--- src/rtl/viterbi_pkg.sv ---
`default_nettype none
// ============================================================================
//  Module      : viterbi_pkg
//  Description : Shared constants, FSM state type and branch-metric helper
//                for the Viterbi add-compare-select scheduler.
//                K_DEF / M_DEF / MW_DEF  : default code and metric geometry
//                S                       : number of trellis states (2^M)
//                INIT_METRIC / MW_MAX    : unreachable-state seed, saturation
//                fsm_state_e             : IDLE / RUN / DONE
//                bm2()                   : Hamming distance of two 2-bit symbols
//  Revision    : 1.0 - initial release
// ============================================================================
package viterbi_pkg;

    localparam int K_DEF       = 5;
    localparam int M_DEF       = K_DEF - 1;
    localparam int S           = 1 << M_DEF;
    localparam int MW_DEF      = 8;
    localparam int INIT_METRIC = 1 << (MW_DEF - 1);
    localparam int MW_MAX      = (1 << MW_DEF) - 1;
    localparam int G0_OCT_DEF  = 'o23;
    localparam int G1_OCT_DEF  = 'o35;

    typedef enum logic [1:0] {
        IDLE = 2'd0,
        RUN  = 2'd1,
        DONE = 2'd2
    } fsm_state_e;

    // Hamming distance between the expected and received bit pair (0..2).
    function automatic logic [1:0] bm2(input logic [1:0] e, input logic [1:0] sym);
        logic [1:0] d;
        d = e ^ sym;
        return {1'b0, d[1]} + {1'b0, d[0]};
    endfunction

endpackage
`default_nettype wire

--- src/rtl/expected_bits.sv ---
`default_nettype none
// ============================================================================
//  Module      : expected_bits
//  Description : Encoder output lookup for one trellis branch.
//                pred_i : predecessor state (bit 0 = most recent input)
//                b_i    : input bit driving the branch (newest register bit)
//                e_o    : {G1 parity, G0 parity} of the register {pred_i, b_i}
//  Revision    : 1.0 - initial release
// ============================================================================
module expected_bits #(
    parameter int M      = 4,
    parameter int G0_OCT = 'o23,
    parameter int G1_OCT = 'o35
) (
    input  logic [M-1:0] pred_i,
    input  logic         b_i,
    output logic [1:0]   e_o
);

    // Generator tap i multiplies register bit i; bit 0 holds the newest input.
    localparam logic [M:0] C_G0 = (M+1)'(G0_OCT);
    localparam logic [M:0] C_G1 = (M+1)'(G1_OCT);

    logic [M:0] w_reg;

    assign w_reg = {pred_i, b_i};
    assign e_o   = {^(w_reg & C_G1), ^(w_reg & C_G0)};

endmodule
`default_nettype wire

--- src/rtl/viterbi_acs_scheduler.sv ---
`default_nettype none
// ============================================================================
//  Module      : viterbi_acs_scheduler
//  Description : Runs one trellis step per accepted hard-decision symbol.
//                Walks all 2^M next states one per cycle, performs
//                add-compare-select against ping-pong path-metric banks and
//                streams one survivor bit per state.
//  Ports       : clk, rst_n           clock, async active-low reset
//                init_i               re-seed metrics (only honoured in IDLE)
//                sym_valid_i/ready_o  symbol handshake
//                sym_i                received {y1,y0}
//                surv_valid_o         one pulse per state, contiguous
//                surv_state_o         next-state index of the survivor
//                surv_bit_o           chosen predecessor MSB
//                step_done_o          one-cycle pulse closing a step
//                best_state_o         lowest-index argmin of the new metrics
//                best_metric_o        that minimum, before normalisation
//  Revision    : 1.0 - initial release
// ============================================================================
module viterbi_acs_scheduler
    import viterbi_pkg::*;
#(
    parameter int K      = K_DEF,
    parameter int M      = K - 1,
    parameter int G0_OCT = G0_OCT_DEF,
    parameter int G1_OCT = G1_OCT_DEF,
    parameter int MW     = MW_DEF
) (
    input  logic          clk,
    input  logic          rst_n,
    input  logic          init_i,
    input  logic          sym_valid_i,
    output logic          sym_ready_o,
    input  logic [1:0]    sym_i,
    output logic          surv_valid_o,
    output logic [M-1:0]  surv_state_o,
    output logic          surv_bit_o,
    output logic          step_done_o,
    output logic [M-1:0]  best_state_o,
    output logic [MW-1:0] best_metric_o
);

    localparam int          NS     = (M == M_DEF) ? S : (1 << M);
    localparam logic [MW-1:0] C_INIT = (MW == MW_DEF) ? MW'(INIT_METRIC) : MW'(1 << (MW - 1));
    localparam logic [MW-1:0] C_MAX  = (MW == MW_DEF) ? MW'(MW_MAX) : {MW{1'b1}};

    // ------------------------------------------------------------------
    // State
    // ------------------------------------------------------------------
    fsm_state_e    state_q, state_d;
    logic [M-1:0]  cnt_q, cnt_d;
    logic [1:0]    sym_q;
    logic          bank_q;
    logic [MW-1:0] prev_min_q;
    logic [MW-1:0] run_min_q;
    logic [M-1:0]  run_state_q;
    logic [MW-1:0] best_metric_q;
    logic [M-1:0]  best_state_q;
    logic          surv_valid_q;
    logic [M-1:0]  surv_state_q;
    logic          surv_bit_q;
    logic [MW-1:0] pm_q [2][NS];

    // ------------------------------------------------------------------
    // Branch evaluation for next state s = cnt_q
    // ------------------------------------------------------------------
    logic          w_b;
    logic [M-1:0]  w_pred0, w_pred1;
    logic [1:0]    w_e0, w_e1;
    logic [1:0]    w_bm0, w_bm1;
    logic [MW-1:0] w_rd0, w_rd1;
    logic [MW:0]   w_sum0, w_sum1;
    logic [MW-1:0] w_cand0, w_cand1, w_cand;
    logic          w_x;
    logic          w_take;
    logic [MW-1:0] w_min_metric;
    logic [M-1:0]  w_min_state;
    logic          w_last;
    logic          w_accept;
    logic          w_new_bank;

    // Predecessors differ only in the oldest bit, which shifts out.
    assign w_b     = cnt_q[0];
    assign w_pred0 = {1'b0, cnt_q[M-1:1]};
    assign w_pred1 = {1'b1, cnt_q[M-1:1]};

    expected_bits #(
        .M      (M),
        .G0_OCT (G0_OCT),
        .G1_OCT (G1_OCT)
    ) u_eb_pred0 (
        .pred_i (w_pred0),
        .b_i    (w_b),
        .e_o    (w_e0)
    );

    expected_bits #(
        .M      (M),
        .G0_OCT (G0_OCT),
        .G1_OCT (G1_OCT)
    ) u_eb_pred1 (
        .pred_i (w_pred1),
        .b_i    (w_b),
        .e_o    (w_e1)
    );

    assign w_bm0 = bm2(w_e0, sym_q);
    assign w_bm1 = bm2(w_e1, sym_q);

    // prev_min is the minimum of the old bank, so these never wrap.
    assign w_rd0 = pm_q[bank_q][w_pred0] - prev_min_q;
    assign w_rd1 = pm_q[bank_q][w_pred1] - prev_min_q;

    assign w_sum0 = {1'b0, w_rd0} + {{(MW-1){1'b0}}, w_bm0};
    assign w_sum1 = {1'b0, w_rd1} + {{(MW-1){1'b0}}, w_bm1};

    assign w_cand0 = w_sum0[MW] ? C_MAX : w_sum0[MW-1:0];
    assign w_cand1 = w_sum1[MW] ? C_MAX : w_sum1[MW-1:0];

    // Ties resolve toward predecessor x=0.
    assign w_x    = (w_cand1 < w_cand0);
    assign w_cand = w_x ? w_cand1 : w_cand0;

    // Running minimum restarts at state 0; strict compare keeps lowest index.
    assign w_take       = (cnt_q == '0) || (w_cand < run_min_q);
    assign w_min_metric = w_take ? w_cand : run_min_q;
    assign w_min_state  = w_take ? cnt_q  : run_state_q;

    assign w_last     = &cnt_q;
    assign w_accept   = (state_q == IDLE) && sym_valid_i && !init_i;
    assign w_new_bank = ~bank_q;

    // ------------------------------------------------------------------
    // FSM
    // ------------------------------------------------------------------
    always_comb begin
        state_d     = state_q;
        cnt_d       = cnt_q;
        sym_ready_o = 1'b0;
        step_done_o = 1'b0;
        case (state_q)
            IDLE: begin
                sym_ready_o = !init_i;
                if (w_accept) begin
                    state_d = RUN;
                    cnt_d   = '0;
                end
            end
            RUN: begin
                cnt_d = cnt_q + 1'b1;
                if (w_last) begin
                    state_d = DONE;
                end
            end
            DONE: begin
                step_done_o = 1'b1;
                state_d     = IDLE;
            end
            default: begin
                state_d = IDLE;
            end
        endcase
    end

    always_ff @(posedge clk or negedge rst_n) begin
        if (!rst_n) begin
            state_q       <= IDLE;
            cnt_q         <= '0;
            sym_q         <= '0;
            bank_q        <= 1'b0;
            prev_min_q    <= '0;
            run_min_q     <= '0;
            run_state_q   <= '0;
            best_metric_q <= '0;
            best_state_q  <= '0;
            surv_valid_q  <= 1'b0;
            surv_state_q  <= '0;
            surv_bit_q    <= 1'b0;
        end else begin
            state_q      <= state_d;
            cnt_q        <= cnt_d;
            surv_valid_q <= (state_q == RUN);
            if (w_accept) begin
                sym_q <= sym_i;
            end
            if ((state_q == IDLE) && init_i) begin
                bank_q     <= 1'b0;
                prev_min_q <= '0;
            end
            if (state_q == RUN) begin
                surv_state_q <= cnt_q;
                surv_bit_q   <= w_x;
                run_min_q    <= w_min_metric;
                run_state_q  <= w_min_state;
                if (w_last) begin
                    best_metric_q <= w_min_metric;
                    best_state_q  <= w_min_state;
                end
            end
            if (state_q == DONE) begin
                bank_q     <= w_new_bank;
                prev_min_q <= run_min_q;
            end
        end
    end

    // ------------------------------------------------------------------
    // Path-metric banks: old bank read, opposite bank written.
    // ------------------------------------------------------------------
    always_ff @(posedge clk or negedge rst_n) begin
        if (!rst_n) begin
            for (int b = 0; b < 2; b++) begin
                for (int i = 0; i < NS; i++) begin
                    pm_q[b][i] <= ((b == 0) && (i == 0)) ? '0 : C_INIT;
                end
            end
        end else if ((state_q == IDLE) && init_i) begin
            for (int b = 0; b < 2; b++) begin
                for (int i = 0; i < NS; i++) begin
                    pm_q[b][i] <= ((b == 0) && (i == 0)) ? '0 : C_INIT;
                end
            end
        end else if (state_q == RUN) begin
            pm_q[w_new_bank][cnt_q] <= w_cand;
        end
    end

    assign surv_valid_o  = surv_valid_q;
    assign surv_state_o  = surv_state_q;
    assign surv_bit_o    = surv_bit_q;
    assign best_state_o  = best_state_q;
    assign best_metric_o = best_metric_q;

endmodule
`default_nettype wire

--- config.mk ---
export PLATFORM = sky130hd
export DESIGN_NAME = viterbi_acs_scheduler
export DESIGN_NICKNAME = d
export VERILOG_FILES = /design/src/rtl/viterbi_pkg.sv /design/src/rtl/expected_bits.sv /design/src/rtl/viterbi_acs_scheduler.sv
export SDC_FILE = /design/constraint.sdc
export NUM_CORES = 1
export LEC_CHECK = 0
export CAP_MARGIN = 15
export CORE_MARGIN = 2
export CORE_UTILIZATION = 59
export CTS_BUF_LIST = sky130_fd_sc_hd__clkbuf_4
export DETAILED_ROUTE_END_ITERATION = 8
export HOLD_SLACK_MARGIN = 0.02
export PLACE_DENSITY = 0.84
export SYNTH_ARGS = -nofsm -noshare
export SYNTH_HDL_FRONTEND = slang
export SYNTH_SLANG_ARGS = --single-unit
--- constraint.sdc ---
create_clock -name clk -period 8.57 [get_ports clk]
set_clock_uncertainty 0.1 [all_clocks]
set_input_delay 2.1425 -clock clk [delete_from_list [all_inputs] [get_ports clk]]
set_output_delay 2.1425 -clock clk [all_outputs]
set_load 0.1 [all_outputs]
==> impl_metrics.json <==
{
  "numClockSinks": 303,
  "ios": 26,
  "finalCriticalPeriod_ps": 8130,
  "ant_nets": 0,
  "worstPathRequired_ps": 9070,
  "row_count": 58,
  "synth_nets": 1477,
  "synth_flop_cell": "dfrtp_1",
  "synth_edf_count": 0,
  "core_sq_mm": 0.0253,
  "vias": 12000,
  "synthDistinctLibCells": 70,
  "multiInputGateArea_sq_mm": 0.00693,
  "cts_hold_buffers": 0,
  "ys_ff_latch": 303,
  "maxCapViolCount": 0,
  "cts_root_buf": "clkbuf_4",
  "cp.arrival_ps": 8640,
  "h-tree-depth": 3,
  "grtUsageTotal_pct": 30.0,
  "nets": 1492,
  "worstSkewPairLatency_ps": 760,
  "rsz0062_at_grt": "no",
  "syn_to_final_growth_pct": 9.87,
  "cts_buffer_depth": 3,
  "die_h_um": 165,
  "area.sequential_sq_mm": 0.00763,
  "path_buf_inv": 4,
  "endpoint_kind": "flip-flop",
  "synth_area_per_cell_sq_um": 10.7,
  "finalSetupTns_ps": 0,
  "finalCoreUtilization_pct": 66.2,
  "rr_worst_depth": 30,
  "viasPerCell": 6.54,
  "cts_buffers": 80,
  "finalSetupViolCount": 0,
  "ff2ff_setup_slack_ps": 440,
  "hold_violations": 0,
  "min_from": "surv_state_o[3]",
  "ys.warnings.count": 0,
  "hp-class": "flip-flop to flip-flop",
  "grt_max_degree": 182,
  "rr_startpoint": "bank_q",
  "start_util_pct": 60.3,
  "fmax_mhz": 123,
  "holdPathEnd": "surv_state_o[3]",
  "die_width_um": 165,
  "syn_inst": 1429,
  "cts_tree": "built",
  "cp_max_fo": 15,
  "grt_pass1_wl_mm": 62.8,
  "drive_above_1_share_pct": 19.4,
  "wl_per_cell_um": 21.1,
  "drc": 0,
  "crit_family": "compound AO/OA/AOI/OAI gates",
  "wirelength_mm": 38.8,
  "drt_iter0_markers": 1346,
  "startpoint_type": "flip-flop",
  "drv_slew": 0,
  "relSlewSlack_pct": 31.2,
  "dieArea_sq_mm": 0.0271,
  "r2r_end": "run_state_q[3]",
  "ys_top_cells_by_area": "dfrtp_1, o21ai_0, mux4_2",
  "nFillCells": 1879,
  "overflow": 0,
  "path_class": "flip-flop to flip-flop",
  "finalCritPeriodShare_pct": 94.9,
  "globalplace.congestion": 0.920,
  "grt_pass1_vias": 12000,
  "first_pass_iters": 5,
  "io_buffers": 25,
  "status": "completed",
  "crit_slowest_cell": "dfrtp_4",
  "ys_async_sr_fraction_pct": 100,
  "min_path_cells": 2,
  "synth_top_area_cell": "dfrtp_1",
  "netlist_area_sq_mm": 0.0152,
  "seq_area_frac_synth_pct": 50.1,
  "netlist.area_leader.share_pct": 44.7,
  "cpPeakStageDelay_ps": 630,
  "antenna_found_initial": 1,
  "hpwl_mm": 24.4,
  "tightest_slew_ps": 1030,
  "path_clk_slew_ps": 70
}
[state kept, by name, summed over array words and instances (netlist names)]
name	cells
prev_min_q	8
bank_q	1
surv_valid_o	1
pm_q	256
sym_q	2
best_metric_o	8
cnt_q	4
surv_bit_o	1
state_q	2
best_state_o	4
run_state_q	4
surv_state_o	4
run_min_q	8
[cells in the final DEF (no fill, tap or decap), types with 5 or more instances in the layout]
cell type / n
ha_1: 38
a21o_1: 11
mux4_1: 6
buf_4: 24
a21oi_1: 14
mux2_2: 6
nand4_1: 5
nor2b_1: 7
clkdlybuf4s50_1: 24
nor2_1: 24
xnor2_1: 11
o21ai_0: 331
and2_1: 16
or2_2: 7
nand2b_1: 8
clkbuf_4: 121
inv_1: 46
mux2i_1: 5
o21ai_1: 8
dfstp_2: 31
nand3_1: 258
clkinv_1: 12
a31oi_1: 6
nand2_1: 44
or3_1: 7
o31ai_1: 7
dfrtp_1: 270
mux4_2: 71
[how the worst max path moves through the flow]
| stage | start | cells after the start | slack (ps) | end |
|---|---|---|---|---|
| floorplan | bank_q | 37 | 220 | best_metric_o[7] |
| global placement | bank_q | 28 | 510 | best_state_o[1] |
| detailed placement | bank_q | 28 | 350 | best_state_o[1] |
| CTS | bank_q | 28 | 290 | best_state_o[1] |
| global route | cnt_q[1] | 29 | 30 | run_state_q[3] |
| finish | bank_q | 30 | 440 | run_state_q[3] |
[metal layers]
metal	routed length (um)	GRT usage, %	vias up
li1	-	-	5319
met1	15300	40.3	5950
met4	1540	12.6	0
met2	18600	46.8	584
met5	0	0	-
met3	3320	7.79	141
[cells by family after synthesis]
group | Yosys count | synth area share (%)
buffers and inverters | 169 | 4.74
muxes | 90 | 12.5
and+or+nand+nor | 397 | 13.3
DFF | 303 | 50.1
adders and majority gates | 42 | 3.65
AOI/OAI and AO/OA | 413 | 14.9
xor gates and xnor gates | 15 | 0.912
[through the flow]
stage / hold slack, ps / std cells / worst slack, ps / instance area [sq um]
5_1_grt: 417 / 1835 / 34.7 / 16700
6_report: 377 / 1835 / 437 / 16700
3_3_place_gp: 364 / 1691 / 507 / 15600
3_5_place_dp: 370 / 1691 / 352 / 15600
2_1_floorplan: 361 / 1429 / 220 / 15200
4_1_cts: 383 / 1832 / 285 / 16700
[Yosys cell counts (8+ instances only)]
| cell type | instances |
|---|---|
| nor2_1 | 24 |
| buf_6 | 8 |
| nand2b_1 | 8 |
| a21oi_1 | 14 |
| inv_1 | 46 |
| a21o_1 | 11 |
| dfrtp_1 | 272 |
| xnor2_1 | 11 |
| o21ai_0 | 331 |
| nand2_1 | 45 |
| ha_1 | 38 |
| o21ai_1 | 8 |
| and2_1 | 16 |
| buf_2 | 8 |
| clkbuf_1 | 90 |
| clkbuf_2 | 8 |
| dfstp_2 | 31 |
| nand3_1 | 258 |
| mux4_2 | 71 |
[worst min-delay path: stages (launching register included)]
cell and delay [ps]:
dfrtp_1 340, nand2_1 40, o21ai_0 60
[area by class of cell]
| type | instances | share of cell area, % |
|---|---|---|
| Clock buffer | 121 | 5.43 |
| Sequential cell | 303 | 45.6 |
| Tap cell | 330 | 2.47 |
| Clock inverter | 20 | 0.793 |
| Multi-Input combinational cell | 957 | 41.5 |
| Timing Repair Buffer | 54 | 3.15 |
| Inverter | 48 | 1.08 |
| Antenna cell | 2 | 0.0299 |
[timing repair]
action | in CTS | in global routing
resized for setup | 0 | 3
setup endpoints to repair | 0 | 23
buffers inserted | 0 | 1
Power of run 1 is not shown: default switching activity piles up to over one toggle a cycle in this logic, so the estimate is an artifact.
==> variant: new RTL, same settings <==
Set the package constant `K_DEF` to 4 (it was 5).
--- a/src/rtl/viterbi_pkg.sv
+++ b/src/rtl/viterbi_pkg.sv
@@ -13,5 +13,5 @@
 package viterbi_pkg;
 
-    localparam int K_DEF       = 5;
+    localparam int K_DEF       = 4;
     localparam int M_DEF       = K_DEF - 1;
     localparam int S           = 1 << M_DEF;
Interface: changed (resized best_state_o and surv_state_o); port bits go from 26 to 24. The function was not compared with the original's and may differ.
==> variant against the unedited design <==
Critical path type unchanged; sequential cell count shrank 132; area after synthesis shrank 39%; design area shrank 41%; critical path depth shrank 4; via count shrank 39%; hold slack gained 0.016 ns; largest cell class is now multi-input combinational cells; routed wire length shrank 43%; setup slack gained 0.34 ns.
Power is left out: the tool's default activity adds up to more than one toggle a clock period on the data nets, which glitch-free logic cannot reach.
==> variant: results (changes against the unedited design) <==
Status
  • Outcome: completed

Final layout
  • Final core utilization: 64.7% (-1.5 points)
  • Number of fill cells: 1183 (-37%)
  • Non-CTS buffers: 37 (-31%)
  • Nonclk inv count: 41 (-15%)
  • Reg area: 4300 µm² (-44%)

Detailed routing
  • Drt total wl: 22300 µm (-43%)
  • DR vias: 7258 (-39%)
  • Starting DRT DRC Count: 863 (-36%)

Synth
  • Cell variety after synth: 64 (-8.6%)
  • Adder-Cell Fraction of Synth Area: 5.31% (+1.7 points)
  • Mapped Cells: 928 (-35%)
  • Synth Area in XOR/XNOR: 1.79% (+0.88 points)
  • Yosys reg bits: 171 (-44%)
  • Compound-gate portion of the synthesized area: 17.1% (+2.3 points)
  • Post-synthesis mux area share: 9.77% (-2.7 points)

Setup path
  • Reg2reg start: cnt_q[1]
  • CP Max Fanout: 16 (+1)
  • Slowest-stage cell, CP: dfrtp_1
  • Worst stage delay on the critical path: 0.92 ns (+0.29 ns)
  • WP data arrival: 8.18 ns (-0.46 ns)

Hold path
  • WHS Endpoint: surv_state_o[2]

CTS
  • H-Tree Depth: 4 (+1)
  • CTS Buf Count: 17 (-79%)
  • Clock buffer depth: 2 (-1)
  • Clock slew at reported path FFs: 0.13 ns (+0.06 ns)

Place
  • I/O Buffers: 23 (-8.0%)
  • DP Worst Slack: 0.907 ns (+0.555 ns)
  • Post-DP HPWL: 14900 µm (-39%)
  • RD Place Congestion: 0.935 (+1.6%)
  • Post-Place Cell Area: 9620 µm² (-39%)

Floorplanning
  • DIE WIDTH: 129 µm (-21%)

Global routing
  • Met1 Resource Use GR: 40.4% (+0.050 points)
  • Largest net degree at the start of global routing: 103 (-43%)
## variant: changes by cell type in the layout (fill, tap and decap cells not counted), sizes merged, moves of 6 or more
cell,change
nand3,-117
nor2,+7
and2,-12
o211ai,+6
dfrtp,-116
mux4,-47
clkbuf,-101
nand2,+26
o21ai,-148
o31ai,-7
clkinv,-14
dfstp,-16
buf,-15
mux2i,+7
## variant: cell families after synthesis
group                    count (synthesis)
flip-flops                             171
XOR/XNOR                                19
AND/OR/NAND/NOR                        288
buffers and inverters                  102
AO/OA/AOI/OAI                          260
multiplexers                            51
adder cells (fa/ha/maj)                 37
## variant: worst max path at each step
stage             start      endpoint  slack (ns)
6_report       cnt_q[1]  run_min_q[7]        0.77
5_1_grt          bank_q  run_min_q[5]        0.20
4_1_cts          bank_q  run_min_q[7]        0.85
3_5_place_dp     bank_q  run_min_q[7]        0.91
3_3_place_gp     bank_q  run_min_q[7]        1.05
2_1_floorplan    bank_q  run_min_q[0]        0.96
